### src/rtl/pinball_pkg.sv
// Shared types and constants for the pinball playfield blocks: collision FSM
// states, hit classification and pixel coordinate width.
package pinball_pkg;

    localparam int PIX_W            = 11;
    localparam int HOLD_W           = 4;
    localparam int DEFAULT_CENTER_X = 320;

    typedef enum logic [1:0] {
        ARMED,
        CAPTURED,
        HOLDOFF
    } coll_state_t;

    typedef enum logic {
        HIT_FLAT,
        HIT_DIAG
    } hit_type_t;

    typedef struct packed {
        hit_type_t        kind;
        logic [PIX_W-1:0] x;
        logic [PIX_W-1:0] y;
    } hit_rec_t;

    // The diagonal tip wins over the flat section when both cover the pixel.
    function automatic hit_type_t classify_hit(input logic diag_req);
        return diag_req ? HIT_DIAG : HIT_FLAT;
    endfunction

endpackage

### src/rtl/flipper_ball_collision_if.sv
// Bundle between the video/draw pipeline (master) and the flipper/ball
// collision detector (slave).
interface flipper_ball_collision_if;

    logic                          startOfFrame;
    logic [pinball_pkg::PIX_W-1:0] pixelX;
    logic [pinball_pkg::PIX_W-1:0] pixelY;
    logic                          ballDrawReq;
    logic                          flipperDrawReq;
    logic                          diagonalFlipperDrawReq;

    logic                          collisionFlat;
    logic                          collisionDiag;
    logic [pinball_pkg::PIX_W-1:0] hitX;
    logic [pinball_pkg::PIX_W-1:0] hitY;
    logic                          hitSide;
    logic [7:0]                    hitCount;

    modport master (
        output startOfFrame, pixelX, pixelY,
        output ballDrawReq, flipperDrawReq, diagonalFlipperDrawReq,
        input  collisionFlat, collisionDiag, hitX, hitY, hitSide, hitCount
    );

    modport slave (
        input  startOfFrame, pixelX, pixelY,
        input  ballDrawReq, flipperDrawReq, diagonalFlipperDrawReq,
        output collisionFlat, collisionDiag, hitX, hitY, hitSide, hitCount
    );

endinterface

### src/rtl/frame_holdoff_counter.sv
// Loadable down-counter stepped once per frame; done marks the frame boundary
// on which the count runs out (1 -> 0).
module frame_holdoff_counter
    import pinball_pkg::*;
(
    input  logic              clk,
    input  logic              resetN,
    input  logic              load,
    input  logic [HOLD_W-1:0] load_val,
    input  logic              en,
    output logic              done
);

    logic [HOLD_W-1:0] count;

    // NOTE: sequential state is written with non-blocking assignments only.
    always_ff @(posedge clk or negedge resetN) begin
        if (!resetN) begin
            count <= '0;
        end else if (load) begin
            count <= load_val;
        end else if (en && count != '0) begin
            count <= count - 1'b1;
        end
    end

    assign done = en && !load && (count == HOLD_W'(1));

endmodule

### src/rtl/flipper_ball_collision.sv
// Captures the first ball/flipper overlap of a frame and reports it as a single
// flat or diagonal collision event at the following frame boundary.
module flipper_ball_collision
    import pinball_pkg::*;
#(
    parameter int HOLDOFF_FRAMES = 2,
    parameter int CENTER_X       = DEFAULT_CENTER_X
) (
    input logic                     clk,
    input logic                     resetN,
    flipper_ball_collision_if.slave bus
);

    coll_state_t      state, state_nxt;
    hit_rec_t         cap;
    logic             overlap;
    logic             capture_en;
    logic             report;
    logic             hold_load;
    logic             hold_done;

    logic             coll_flat_q;
    logic             coll_diag_q;
    logic [PIX_W-1:0] hit_x_q;
    logic [PIX_W-1:0] hit_y_q;
    logic             hit_side_q;
    logic [7:0]       hit_count_q;

    assign overlap = bus.ballDrawReq && (bus.flipperDrawReq || bus.diagonalFlipperDrawReq);

    frame_holdoff_counter u_holdoff (
        .clk      (clk),
        .resetN   (resetN),
        .load     (hold_load),
        .load_val (HOLD_W'(HOLDOFF_FRAMES)),
        .en       (bus.startOfFrame),
        .done     (hold_done)
    );

    always_ff @(posedge clk or negedge resetN) begin
        if (!resetN) state <= ARMED;
        else         state <= state_nxt;
    end

    // NOTE: every signal written here gets a default first so no latch is inferred.
    always_comb begin
        state_nxt  = state;
        capture_en = 1'b0;
        report     = 1'b0;
        hold_load  = 1'b0;
        unique case (state)
            ARMED: begin
                // Overlaps on the frame-boundary cycle belong to neither frame.
                if (overlap && !bus.startOfFrame) begin
                    capture_en = 1'b1;
                    state_nxt  = CAPTURED;
                end
            end
            CAPTURED: begin
                if (bus.startOfFrame) begin
                    report    = 1'b1;
                    hold_load = 1'b1;
                    state_nxt = (HOLDOFF_FRAMES == 0) ? ARMED : HOLDOFF;
                end
            end
            HOLDOFF: begin
                if (hold_done) state_nxt = ARMED;
            end
            default: state_nxt = ARMED;
        endcase
    end

    always_ff @(posedge clk or negedge resetN) begin
        if (!resetN) begin
            cap <= '0;
        end else if (capture_en) begin
            cap.kind <= classify_hit(bus.diagonalFlipperDrawReq);
            cap.x    <= bus.pixelX;
            cap.y    <= bus.pixelY;
        end
    end

    // Report registers: pulses clear every cycle, hit coordinates hold until the next report.
    always_ff @(posedge clk or negedge resetN) begin
        if (!resetN) begin
            coll_flat_q <= 1'b0;
            coll_diag_q <= 1'b0;
            hit_x_q     <= '0;
            hit_y_q     <= '0;
            hit_side_q  <= 1'b0;
            hit_count_q <= '0;
        end else begin
            coll_flat_q <= report && (cap.kind == HIT_FLAT);
            coll_diag_q <= report && (cap.kind == HIT_DIAG);
            if (report) begin
                hit_x_q    <= cap.x;
                hit_y_q    <= cap.y;
                hit_side_q <= (cap.x >= PIX_W'(CENTER_X));
                if (hit_count_q != 8'hFF) hit_count_q <= hit_count_q + 8'd1;
            end
        end
    end

    assign bus.collisionFlat = coll_flat_q;
    assign bus.collisionDiag = coll_diag_q;
    assign bus.hitX          = hit_x_q;
    assign bus.hitY          = hit_y_q;
    assign bus.hitSide       = hit_side_q;
    assign bus.hitCount      = hit_count_q;

endmodule
### src/flat_wrapper.sv
// flat-port wrapper written by rule: the top's interface ports become plain ports
module flipper_ball_collision_flat import pinball_pkg::*;
#(
    parameter int HOLDOFF_FRAMES = 2,
    parameter int CENTER_X       = DEFAULT_CENTER_X
)
  (clk, resetN, bus_startOfFrame, bus_pixelX, bus_pixelY, bus_ballDrawReq, bus_flipperDrawReq, bus_diagonalFlipperDrawReq, bus_collisionFlat, bus_collisionDiag, bus_hitX, bus_hitY, bus_hitSide, bus_hitCount);
  flipper_ball_collision_if bus_i ();
  input logic clk;
  input logic resetN;
  input wire logic [$bits(bus_i.startOfFrame)-1:0] bus_startOfFrame;
  input wire logic [$bits(bus_i.pixelX)-1:0] bus_pixelX;
  input wire logic [$bits(bus_i.pixelY)-1:0] bus_pixelY;
  input wire logic [$bits(bus_i.ballDrawReq)-1:0] bus_ballDrawReq;
  input wire logic [$bits(bus_i.flipperDrawReq)-1:0] bus_flipperDrawReq;
  input wire logic [$bits(bus_i.diagonalFlipperDrawReq)-1:0] bus_diagonalFlipperDrawReq;
  output wire logic [$bits(bus_i.collisionFlat)-1:0] bus_collisionFlat;
  output wire logic [$bits(bus_i.collisionDiag)-1:0] bus_collisionDiag;
  output wire logic [$bits(bus_i.hitX)-1:0] bus_hitX;
  output wire logic [$bits(bus_i.hitY)-1:0] bus_hitY;
  output wire logic [$bits(bus_i.hitSide)-1:0] bus_hitSide;
  output wire logic [$bits(bus_i.hitCount)-1:0] bus_hitCount;
  assign bus_i.startOfFrame = bus_startOfFrame;
  assign bus_i.pixelX = bus_pixelX;
  assign bus_i.pixelY = bus_pixelY;
  assign bus_i.ballDrawReq = bus_ballDrawReq;
  assign bus_i.flipperDrawReq = bus_flipperDrawReq;
  assign bus_i.diagonalFlipperDrawReq = bus_diagonalFlipperDrawReq;
  assign bus_collisionFlat = bus_i.collisionFlat;
  assign bus_collisionDiag = bus_i.collisionDiag;
  assign bus_hitX = bus_i.hitX;
  assign bus_hitY = bus_i.hitY;
  assign bus_hitSide = bus_i.hitSide;
  assign bus_hitCount = bus_i.hitCount;
  flipper_ball_collision #(.HOLDOFF_FRAMES(HOLDOFF_FRAMES), .CENTER_X(CENTER_X)) u_core (.clk(clk), .resetN(resetN), .bus(bus_i));
endmodule
### config.mk
export PLATFORM = sky130hd
export DESIGN_NAME = flipper_ball_collision_flat
export DESIGN_NICKNAME = d
export VERILOG_FILES = /design/src/rtl/pinball_pkg.sv /design/src/rtl/flipper_ball_collision_if.sv /design/src/rtl/frame_holdoff_counter.sv /design/src/rtl/flipper_ball_collision.sv /design/src/flat_wrapper.sv
export SDC_FILE = /design/constraint.sdc
export NUM_CORES = 1
export LEC_CHECK = 0
export BUFFER_PORTS_ARGS = -buffer_cell sky130_fd_sc_hd__buf_2
export CAP_MARGIN = 25
export CELL_PAD_IN_SITES_DETAIL_PLACEMENT = 0
export CELL_PAD_IN_SITES_GLOBAL_PLACEMENT = 1
export CORE_AREA = 2 2 87 89
export CTS_BUF_LIST = sky130_fd_sc_hd__clkbuf_16
export DETAILED_ROUTE_END_ITERATION = 10
export DIE_AREA = 0 0 89 91
export GPL_TIMING_DRIVEN = 0
export MAX_ROUTING_LAYER = met4
export PLACE_DENSITY = 0.86
export SYNTH_ARGS = -nofsm -noshare
export SYNTH_HDL_FRONTEND = slang
export SYNTH_SLANG_ARGS = --single-unit
### constraint.sdc
create_clock -name clk -period 1.4 [get_ports clk]
set_input_delay 0.35 -clock clk [delete_from_list [all_inputs] [get_ports clk]]
set_output_delay 0.35 -clock clk [all_outputs]
set_load 0.02 [all_outputs]
==> metrics <==
hold_buf cts=0; die area=between 8000 and 9000 um^2; antenna viol nets, final=0; layout overhead on the synthesized area=35.65%; leakage power=0.001833 uW; Die Ht=~91 um; CTS Root Cell=clkbuf_16; vias in the first global route=1,973; site row count=31; outcome=complete, but fails checks; Final Cell Area=between 3000 and 4000 um^2; CTS Sinks=62; worst path required time=approximately 1.6 ns; critical path class=flip-flop to flip-flop; type of origin of the critical path=flip-flop; Iter 0 DRT Violations=113; GRT Resource Usage Total=0.1578; Synth Area in Adders=0.01881; number of slew-limit violations in the final report=0; worst skew pair latency=0.32 ns; Inst Count DP=384; Max Cap Viol=0; Worst Skew=between 0.006 and 0.007 ns; Clock Path Buffers=2; Post-Syn Area=2660 um^2; Synth cell types=37; Routed WL=between 5000 and 6000 um; top_reg_cell synth=dfrtp_1; maximum vdd drop=between 1 and 1.5 mV; CTS buffer count=9; Setup violations, final=15; First-pass DRT Iterations=4; final setup TNS=-0.2805 ns; first-pass GRT wire length=around 9500 um; Cell Area, Placed=3119 um^2; Slew @ Worst Pin=~0.64 ns; Worst R2R Path Depth=5; largest fanout on the critical path=10; ys async rst share=1.000; Yosys warnings=0; fin cells=slightly above 400; CTS HTree Levels=3; I/O Buffers=60; DR vias/cell=approximately 4.7; Setup crit end kind=flip-flop; post-route minimum period=between 1 and 1.5 ns; unrepaired setup endpoints after global routing=true; layout cells sized above 1=0.4419; Post-Synth Simple-Gate Area=0.1519; initial antenna violation count=0; Routed wire per std cell=14.27 um; failing checks=negative setup slack; Ant. Diodes=0; Syn Nets=around 260; Fill cells=680; most frequent standard cell in the layout excluding fill and tap cells=nand2_1; GPL Wtd Cong=0.8587; Ports=between 60 and 70; final worst setup slack=-0.03552 ns; CTS tree=done; grt total ovfl=0; post-synthesis mux area share=0.1369; Initial Util=0.3727; largest family of logic cells by synthesized area=simple AND/OR/NAND/NOR gates; Die Span X=between 80 and 90 um; Compound-Gate Fraction of Synth Area=0.06444; CP arrival=about 1.6 ns; CORE AREA=7137 um^2; sequential area share after synthesis=0.5833; Post-DP HPWL=a little under 4000 um; slew margin rel.=0.5751; Hold Path Class=primary input to async pin; Nets=around 340; vias=about 1,900; PD cells=2164 nW/um^2; number of synthesized flops with an enable pin=0; area of the multi-input gates=approximately 1100 um^2; fmax=between 600 and 700 MHz; Post-Synthesis Cells=around 220; Core Util, Final=0.5056; #FFs+latches synth=62; clock-pin slew on the worst setup and hold paths=0.05 ns; register area=between 1500 and 2000 um^2; setup slack after placement=-0.1648 ns; pin count of the biggest net entering global routing=36; post-synthesis area per instance=roughly 12 um^2; commonest non-fill, non-tap cells in the layout=nand2_1, buf_2, dfrtp_1; Fin. Hold Viols=0; post-synthesis xor/xnor area fraction=0.003293; drt drc=0; Final period util=1.025
-- flip-flops by register name (all words and copies together) (netlist names) --
signal and cells:
u_core.bus.hitCount 8, u_core.bus.collisionFlat 1, u_core.bus.hitSide 1, u_core.bus.hitY 11, u_core.bus.collisionDiag 1, u_core.state 2, u_core.u_holdoff.count 4, u_core.bus.hitX 11
u_core.cap 23
-- cells by family after synthesis --
| group | Yosys count |
|---|---|
| buffers and inverters | 15 |
| AND/OR/NAND/NOR | 92 |
| adder cells (fa/ha/maj) | 4 |
| multiplexers | 26 |
| XOR/XNOR | 1 |
| flip-flops | 62 |
| AO/OA/AOI/OAI | 24 |
-- cell type report --
cell class	instances	share of cell area
sequential	62	0.4307
multi-input combinational	147	0.2940
timing repair buffer	71	0.1259
clock buffer	9	0.06241
tap	99	0.03433
buffer	9	0.03155
clock inverter	6	0.01491
inverter	6	0.006241
-- path summary, 6_finish.rpt --
| kind | from | end | slack [ns] |
|---|---|---|---|
| worst max-delay path | u_core.state[0] | u_core.cap[8] | -0.04 |
| worst min-delay path | resetN | u_core.bus.hitCount[4] | 0.05 |
| worst max register to register | u_core.state[0] | u_core.cap[8] | -0.04 |
| worst min register to register | u_core.cap[22] | u_core.bus.collisionFlat | 0.46 |
| max in group asynchronous | resetN | u_core.u_holdoff.count[1] | 0.73 |
| min in group clk | bus_pixelY[7] | u_core.cap[7] | 0.26 |
-- metrics by stage --
stage	hold slack, ns	total power (uW)
3_3_place_gp	0.4408	5332
2_1_floorplan	0.05441	4677
6_report	0.05380	7809
5_1_grt	0.1010	8330
3_5_place_dp	0.4063	5450
4_1_cts	0.06977	7755
-- power by group --
group | switching [uW] | leakage (uW) | internal [uW]
Sequential | 503 | 0.000769 | 2560
Clock | 735 | 0.000134 | 1340
Combinational | 1300 | 0.000931 | 1370
Total | 2540 | 0.00183 | 5270
-- what timing repair did --
| item | CTS | global route |
|---|---|---|
| endpoints found under the setup margin | 24 | 40 |
| buffers inserted | 6 | 1 |
| pin swaps | 4 | 6 |
| hold endpoints to repair | 0 | 0 |
| gates resized for setup | 12 | 15 |
| cloned | 1 | 2 |
-- per-layer routing --
layer / GRT usage / up-vias / wire (um)
met5: - / - / 0
li1: - / 925 / -
met4: 0.05224 / 0 / 78
met3: 0.04909 / 10 / 300
met1: 0.2022 / 929 / 2620
met2: 0.2382 / 49 / 2836
-- cell usage after synthesis (3+ instances only) --
library cell  count  area share
a31oi_1           7       0.016
and2_1            3      0.0071
nor2_1            7      0.0099
nand2_1          67       0.095
ha_1              4       0.019
mux2_2            7       0.030
a31o_2            3      0.0099
o21ai_0           3      0.0056
mux2_4           19        0.11
inv_1             5      0.0071
dfrtp_1          62        0.58
-- worst max-delay path: stages, from the launching register on --
cell and delay [ns]:
dfrtp_1 0.40, nor2_1 0.10, o2111a_1 0.20, buf_6 0.15, buf_12 0.16, mux2_4 0.30
Power figures use the tool's default switching activity.
